===== config.mk =====
export PLATFORM = sky130hd
export DESIGN_NAME = sdram_bank_sched
export DESIGN_NICKNAME = d
export VERILOG_FILES = /design/src/rtl/sdram_bank_sched.sv
export SDC_FILE = /design/constraint.sdc
export NUM_CORES = 1
export LEC_CHECK = 0
export ABC_AREA = 1
export CORE_MARGIN = 8
export CORE_UTILIZATION = 46
export DETAILED_ROUTE_END_ITERATION = 16
export PLACE_DENSITY_LB_ADDON = 0.2
export REMOVE_ABC_BUFFERS = 1
export SLEW_MARGIN = 20
export SYNTH_ARGS = -nofsm -noshare
export SYNTH_HDL_FRONTEND = slang
export SYNTH_SLANG_ARGS = --single-unit

===== constraint.sdc =====
create_clock -name clk_ref -period 1.5 [get_ports clk_ref]
set_input_delay 0.375 -clock clk_ref [delete_from_list [all_inputs] [get_ports clk_ref]]
set_output_delay 0.375 -clock clk_ref [all_outputs]
set_load 0.005 [all_outputs]

===== src/rtl/sdram_bank_sched.sv =====
// Frame-buffer bank scheduler between an SDRAM writer and reader.
// Define SDRAM_BANK_SCHED_TRIPLE_BUF_EN for triple buffering; the default build is double buffering.
module sdram_bank_sched (
  input  logic       clk_ref,
  input  logic       rst,
  input  logic       sdram_init_done,
  input  logic       frame_write_done,
  input  logic       rd_frame_req,
  output logic [1:0] wr_bank,
  output logic [1:0] rd_bank,
  output logic       wr_load,
  output logic       rd_load,
  output logic       wr_hold,
  output logic [7:0] repeat_cnt,
  output logic [7:0] drop_cnt,
  output logic       seq_err
);

  typedef enum logic [1:0] {WAIT_INIT, ACTIVE, HOLD} state_t;

  state_t     state_q, state_d;
  logic [1:0] w_q, w_d, r_q, r_d;
  logic       n_vld_q, n_vld_d;
  logic       wr_load_q, wr_load_d, rd_load_q, rd_load_d;
  logic [7:0] rep_q, rep_d, drop_q, drop_d;
  logic       seq_err_q, seq_err_d;
  logic       inc_rep, inc_drop;
`ifdef SDRAM_BANK_SCHED_TRIPLE_BUF_EN
  logic [1:0] s_q, s_d;
`else
  logic       hold_q, hold_d;
`endif

  always_ff @(posedge clk_ref) begin
    if (rst) begin
      state_q   <= WAIT_INIT;
      w_q       <= 2'd0;
      r_q       <= 2'd1;
      n_vld_q   <= 1'b0;
      wr_load_q <= 1'b0;
      rd_load_q <= 1'b0;
      rep_q     <= '0;
      drop_q    <= '0;
      seq_err_q <= 1'b0;
`ifdef SDRAM_BANK_SCHED_TRIPLE_BUF_EN
      s_q       <= 2'd2;
`else
      hold_q    <= 1'b0;
`endif
    end else begin
      state_q   <= state_d;
      w_q       <= w_d;
      r_q       <= r_d;
      n_vld_q   <= n_vld_d;
      wr_load_q <= wr_load_d;
      rd_load_q <= rd_load_d;
      rep_q     <= rep_d;
      drop_q    <= drop_d;
      seq_err_q <= seq_err_d;
`ifdef SDRAM_BANK_SCHED_TRIPLE_BUF_EN
      s_q       <= s_d;
`else
      hold_q    <= hold_d;
`endif
    end
  end

  always_comb begin
    state_d   = state_q;
    w_d       = w_q;
    r_d       = r_q;
    n_vld_d   = n_vld_q;
    wr_load_d = 1'b0;
    rd_load_d = 1'b0;
    seq_err_d = seq_err_q;
    inc_rep   = 1'b0;
    inc_drop  = 1'b0;
`ifdef SDRAM_BANK_SCHED_TRIPLE_BUF_EN
    s_d       = s_q;
`else
    hold_d    = hold_q;
`endif
    case (state_q)
      WAIT_INIT: begin
        if (sdram_init_done) begin
          state_d   = ACTIVE;
          wr_load_d = 1'b1;
          rd_load_d = 1'b1;
        end
      end
      default: begin
        if (!sdram_init_done) begin
          // Losing init keeps bank roles but forgets any pending frame.
          state_d = WAIT_INIT;
          n_vld_d = 1'b0;
`ifndef SDRAM_BANK_SCHED_TRIPLE_BUF_EN
          hold_d  = 1'b0;
`endif
        end else begin
`ifdef SDRAM_BANK_SCHED_TRIPLE_BUF_EN
          if (frame_write_done && rd_frame_req) begin
            w_d       = s_q;
            r_d       = w_q;
            s_d       = r_q;
            n_vld_d   = 1'b0;
            wr_load_d = 1'b1;
            rd_load_d = 1'b1;
            inc_drop  = n_vld_q;
          end else if (frame_write_done) begin
            s_d       = w_q;
            w_d       = s_q;
            n_vld_d   = 1'b1;
            wr_load_d = 1'b1;
            inc_drop  = n_vld_q;
          end else if (rd_frame_req) begin
            rd_load_d = 1'b1;
            if (n_vld_q) begin
              r_d     = s_q;
              s_d     = r_q;
              n_vld_d = 1'b0;
            end else begin
              inc_rep = 1'b1;
            end
          end
`else
          if (state_q == HOLD) begin
            if (frame_write_done) seq_err_d = 1'b1;
            if (rd_frame_req) begin
              w_d       = r_q;
              r_d       = w_q;
              n_vld_d   = 1'b0;
              hold_d    = 1'b0;
              wr_load_d = 1'b1;
              rd_load_d = 1'b1;
              state_d   = ACTIVE;
            end
          end else if (frame_write_done && rd_frame_req) begin
            w_d       = r_q;
            r_d       = w_q;
            n_vld_d   = 1'b0;
            wr_load_d = 1'b1;
            rd_load_d = 1'b1;
          end else if (frame_write_done) begin
            n_vld_d = 1'b1;
            hold_d  = 1'b1;
            state_d = HOLD;
          end else if (rd_frame_req) begin
            rd_load_d = 1'b1;
            inc_rep   = 1'b1;
          end
`endif
        end
      end
    endcase
    rep_d  = (inc_rep  && rep_q  != 8'hFF) ? rep_q  + 8'd1 : rep_q;
    drop_d = (inc_drop && drop_q != 8'hFF) ? drop_q + 8'd1 : drop_q;
  end

  assign wr_bank    = w_q;
  assign rd_bank    = r_q;
  assign wr_load    = wr_load_q;
  assign rd_load    = rd_load_q;
  assign repeat_cnt = rep_q;
  assign drop_cnt   = drop_q;
  assign seq_err    = seq_err_q;
`ifdef SDRAM_BANK_SCHED_TRIPLE_BUF_EN
  assign wr_hold    = 1'b0;
`else
  assign wr_hold    = hold_q;
`endif

endmodule


==> flow_metrics.env, run 1 <==
export IMPL_wire_per_inst_um=9.99
export IMPL_worstPathRequired_ps=1680
export IMPL_grtUsageTotal_pct=10.9
export IMPL_max_freq_mhz=746
export IMPL_die_y_um=62.5
export IMPL_dr_pass1_iters=4
export IMPL_layout_commonest_cell="nand2_1"
export IMPL_critPathMaxFanout=3
export IMPL_r2r_setup_slack_ps=160
export IMPL_drc_errors=0
export IMPL_rows=17
export IMPL_initial_core_util_pct=46.7
export IMPL_yosysWarnings=0
export IMPL_dp_cells=197
export IMPL_critPathKind="reg -> reg"
export IMPL_pre_cts_ws_ps=-216
export IMPL_hold_viol=0
export IMPL_drive_above_1_share_pct=27.5
export IMPL_min_from="seq_err"
export IMPL_area_growth_syn_to_layout_pct=36.1
export IMPL_via_count=954
export IMPL_htree_levels=1
export IMPL_ys_seq_area_share_pct=36.3
export IMPL_antenna_found_initial=0
export IMPL_antenna_cells=0
export IMPL_reg2reg_depth=9
export IMPL_clock_tree_buffer_depth=2
export IMPL_grt_pass1_wl_um=3660
export IMPL_fp_dieW_um=62.5
export IMPL_drt_iter0_markers=23
export IMPL_synth_cells=145
export IMPL_grt_pass1_vias=955
export IMPL_wl_um=2100
export IMPL_synth_area_leaders="dfxtp_1, nand2_1, nor2_1"
export IMPL_layout_setup_ws_ps=159
export IMPL_overflow=0
export IMPL_clkLatencyLatePin_ps=280
export IMPL_end_kind="register"
export IMPL_stdcell_area_sq_um=1350
export IMPL_power_leakage_nw=0.742
export IMPL_ioPinCount=29
export IMPL_path_clk_slew_ps=100
export IMPL_netlist_area_sq_um=993
export IMPL_gp_congestion=0.870
export IMPL_cts_made_buffers=3
export IMPL_ir_worst_vdd_mv=0.486
export IMPL_avgViaCountPerCell=4.54
export IMPL_cts_tree="yes"
export IMPL_core_area_sq_um=2130
export IMPL_start_kind="register"
export IMPL_synth_top_area_share_pct=36.3
export IMPL_rsz0062_at_grt="false"
export IMPL_period_share_pct=89.4
export IMPL_synth_largest_area_cell="dfxtp_1"
export IMPL_final_antenna_net_count=0
export IMPL_fillers=205
export IMPL_synth_seq_cells=18
export IMPL_grt_max_degree=11
export IMPL_reg2reg_to="repeat_cnt[4]"
export IMPL_cap_violations=0
export IMPL_outcome="finished clean"
export IMPL_slew_viol_final=0
export IMPL_finish_utilization_pct=63.6
export IMPL_finalNetCount=190
export IMPL_skew_ps=2.85
export IMPL_dieArea_sq_um=3900
export IMPL_port_buffers=20
export IMPL_fin_cells=210
export IMPL_cts_root_buffer="clkbuf_4"
export IMPL_setup_violations=0
export IMPL_r2r_start="repeat_cnt[0]"
export IMPL_postSynthAreaPerCell_sq_um=6.85
export IMPL_cp_arrival_ps=1520
export IMPL_synthDistinctLibCells=23
export IMPL_fin_crit_ps=1340
export IMPL_layout_common_cells="nand2_1, nor2_1, inv_1"
export IMPL_holdPathStages=2
export IMPL_hold_end="seq_err"
export IMPL_whs_ps=451
export IMPL_numClockSinks=18
export IMPL_placed_cell_area_sq_um=1230
export IMPL_dp_hpwl_um=1660
export IMPL_p_per_area_nw_per_um2=621
export IMPL_hold_path_class="reg -> reg"
-- how the worst max path moves through the flow --
stage,startpoint,endpoint,cells past startpoint
finish,repeat_cnt[0],repeat_cnt[4],9
global route,repeat_cnt[1],repeat_cnt[1],8
CTS,repeat_cnt[6],repeat_cnt[6],1
detailed placement,sdram_init_done,rd_bank[1],8
global placement,sdram_init_done,state_q[0],9
floorplan,repeat_cnt[0],repeat_cnt[2],7
-- stage by stage --
step	power (W)	TNS [ps]
floorplan	0.000567	0
global placement	0.000627	-2590
detailed placement	0.000628	-2950
CTS	0.000862	0
global route	0.000897	0
finish	0.000840	0
-- Yosys cell counts (all sizes together) --
cell	instances
a211oi	1
a21oi	8
buf	9
clkinv	1
conb	1
dfxtp	18
ha	1
inv	19
nand2	35
nand3	11
nand4	2
nor2	30
o21ai	7
o21bai	1
xor2	1
-- power by group --
group	switching, W	internal (W)
Sequential	0.00000888	0.000490
Clock	0.000136	0.0000932
Combinational	0.0000612	0.0000513
-- layer usage --
layer	track usage [%]	wire, um	vias up
met1	10.5	836	430
met3	2.33	79	2
li1	-	-	505
met5	0	0	-
met4	6.55	17	0
met2	20.7	1160	17
-- sequential cells by signal (all words and copies together), names as in the netlist --
signal and cells:
wr_load 1, repeat_cnt 8, wr_hold 1, state_q 2, rd_bank 2, rd_load 1, seq_err 1, wr_bank 2
-- cell type report --
class                   instances  area (sq um)  share of cell area [%]
clock buffers                   3          22.5                    1.67
flip-flops and latches         18           384                    28.4
inverters                      20          78.8                    5.83
multi-input cells             105           518                    38.3
well taps                      28          35.0                    2.59
repair buffers                 36           314                    23.2
-- worst max-delay path, stage by stage (launching register included) --
cell and delay, ps:
dfxtp_2 330, buf_4 110, ha_1 180, nand2_1 100, nor2_2 150, inv_1 70
nor2_2 120, nand3_1 80, nand2_1 60, nor2_1 30
-- repair_timing --
| item | in CTS | in global routing |
|---|---|---|
| endpoints found under the setup margin | 15 | 7 |
| gates resized for setup | 29 | 6 |
| hold buffers | 0 | 0 |
| setup buffers | 10 | 0 |
-- cell families (layout without fill, tap and decap cells) --
group	Yosys count	in the layout	share of synthesized area (%)
xor+xnor	1	1	0.882
simple gates	78	78	37.4
other cells	1	8	0.377
buf+inv	29	59	14.7
fa+ha+maj	1	1	1.26
compound gates	17	17	9.07
flops	18	18	36.3
Note: power is estimated with default switching activity, not from simulation.
==> run 2, diff against run 1 <==
--- a/config.mk
+++ b/config.mk
@@ -9,6 +9,7 @@
 export CORE_MARGIN = 8
 export CORE_UTILIZATION = 46
 export DETAILED_ROUTE_END_ITERATION = 16
+export GPL_ROUTABILITY_DRIVEN = 0
 export PLACE_DENSITY_LB_ADDON = 0.2
 export REMOVE_ABC_BUFFERS = 1
 export SLEW_MARGIN = 20
==> results of run 2 <==
Same layout as run 1: the final DEF is identical, and so are final timing and power.
==> run 3, diff against run 2 <==
==> constraint.sdc (replaced) <==
create_clock -name clk_ref -period 1.5 [get_ports clk_ref]
set_input_delay 0.375 -clock clk_ref [delete_from_list [all_inputs] [get_ports clk_ref]]
set_output_delay 0.375 -clock clk_ref [all_outputs]
set_load 0.01 [all_outputs]
==> flow_metrics.env, run 3 (synthesis gave the netlist of run 1 again) <==
export IMPL_outcome="finished clean"
export IMPL_critPathKind="reg -> out"
export IMPL_drc_errors=0
export IMPL_fin_crit_ps=1360
export IMPL_finalNetCount=183
export IMPL_r2r_start="repeat_cnt[0]"
export IMPL_cts_root_buffer="clkbuf_4"
export IMPL_core_area_sq_um=2130
export IMPL_rsz0062_at_grt="false"
export IMPL_largest_reg_flops=8
export IMPL_end_kind="primary output"
export IMPL_wl_um=2040
export IMPL_layout_common_cells="nand2_1, nor2_1, inv_1"
export IMPL_clkLatencyLatePin_ps=290
export IMPL_skew_ps=1.64
export IMPL_worstPathRequired_ps=1120
export IMPL_dp_hpwl_um=1690
export IMPL_ioPinCount=29
export IMPL_drive_above_1_share_pct=18.2
export IMPL_grtUsageTotal_pct=11.0
export IMPL_dieArea_sq_um=3900
export IMPL_layout_commonest_cell="nand2_1"
export IMPL_final_antenna_net_count=0
export IMPL_cp_arrival_ps=980
export IMPL_fp_dieW_um=62.5
export IMPL_period_share_pct=90.5
export IMPL_critPathMaxFanout=5
export IMPL_overflow=0
export IMPL_critical_path_top_delay_family="flip-flops"
export IMPL_antenna_cells=0
export IMPL_placed_cell_area_sq_um=1250
export IMPL_holdBufCountCts=0
export IMPL_ir_worst_vdd_mv=0.535
export IMPL_port_buffers=20
export IMPL_cts_made_buffers=3
export IMPL_clock_tree_buffer_depth=2
export IMPL_reg2reg_to="repeat_cnt[0]"
export IMPL_stdcell_area_sq_um=1280
export IMPL_antenna_found_initial=0
export IMPL_drt_iter0_markers=14
export IMPL_critPathCapture="repeat_cnt[3]"
export IMPL_htree_levels=1
export IMPL_grt_max_degree=11
export IMPL_r2r_setup_slack_ps=210
export IMPL_slew_viol_final=0
export IMPL_hold_viol=0
export IMPL_avgViaCountPerCell=4.69
export IMPL_grt_pass1_wl_um=3710
export IMPL_dr_pass1_iters=4
export IMPL_wire_per_inst_um=10.0
export IMPL_area_growth_syn_to_layout_pct=28.6
export IMPL_path_cells="dlygate4sd2_1"
export IMPL_setup_violations=0
export IMPL_cts_tree="yes"
export IMPL_cap_violations=0
export IMPL_path_clk_slew_ps=100
export IMPL_ctsResizeCount=18
export IMPL_cp_depth=1
export IMPL_numClockSinks=18
export IMPL_power_leakage_nw=0.652
export IMPL_max_freq_mhz=736
export IMPL_start_kind="register"
export IMPL_power_w=0.000915
export IMPL_cts_setup_buffers=0
export IMPL_via_count=956
export IMPL_grt_pass1_vias=944
export IMPL_p_per_area_nw_per_um2=717
export IMPL_rows=17
export IMPL_reg2reg_depth=7
export IMPL_crit_buf_inv=1
export IMPL_critPathLaunch="repeat_cnt[3]"
export IMPL_die_y_um=62.5
export IMPL_slowest_delay_ps=400
export IMPL_hold_path_class="reg -> reg"
export IMPL_initial_core_util_pct=46.7
export IMPL_cp_slowest_cell="dfxtp_1"
==> run 3: cell count changes in the layout (fill, tap and decap cells not counted), sizes merged <==
cell          change
buf               -7
dlygate4sd2       +3
dlymetal6s2s      -3
clkbuf            +1
==> run 3: worst min-delay path by stage <==
stage	depth (start not counted)	endpoint	slack [ps]	start
3_3_place_gp	2	seq_err	440	seq_err
5_1_grt	2	seq_err	490	seq_err
4_1_cts	2	seq_err	470	seq_err
2_1_floorplan	1	repeat_cnt[0]	440	rst
6_report	2	seq_err	460	seq_err
3_5_place_dp	2	seq_err	450	seq_err
==> run 3: final cells by class <==
type	instances	area (sq um)
Clock buffer	4	36.3
Inverter	20	78.8
Tap cell	28	35.0
Multi-Input combinational cell	105	513
Timing Repair Buffer	29	250
Sequential cell	18	364
Fill cell	206	850
==> run 3: where the power goes <==
part | internal, W | switching (W) | total, W
registers | 0.000492 | 0.00000994 | 0.000502
clock network | 0.000148 | 0.000149 | 0.000297
logic | 0.0000477 | 0.0000691 | 0.000117
total | 0.000688 | 0.000228 | 0.000915
==> run 3: routing by layer <==
metal  track usage [%]  up-vias  routed length [um]
met4              5.70        0                  27
met1              10.8      436                 803
met2              21.2       19                1140
met5                 0        -                   0
met3              2.15        4                  72
li1                  -      497                   -
==> run 3: stage by stage <==
| step | setup WS, ps | instances | TNS [ps] | utilization (%) | hold slack, ps |
|---|---|---|---|---|---|
| 3_5_place_dp | -207 | 200 | -3020 | 59.0 | 455 |
| 6_report | 142 | 204 | 0 | 60.1 | 459 |
| 4_1_cts | 108 | 204 | 0 | 59.9 | 466 |
| 5_1_grt | 44.5 | 204 | 0 | 60.1 | 494 |
| 3_3_place_gp | -177 | 200 | -2540 | 59.0 | 435 |
| 2_1_floorplan | 271 | 143 | 0 | - | 444 |
==> run 3: tightest hold or removal path, cell delays in order (launching register included) <==
cell	delay [ps]
dfxtp_1	320
inv_1	50
a21oi_1	50
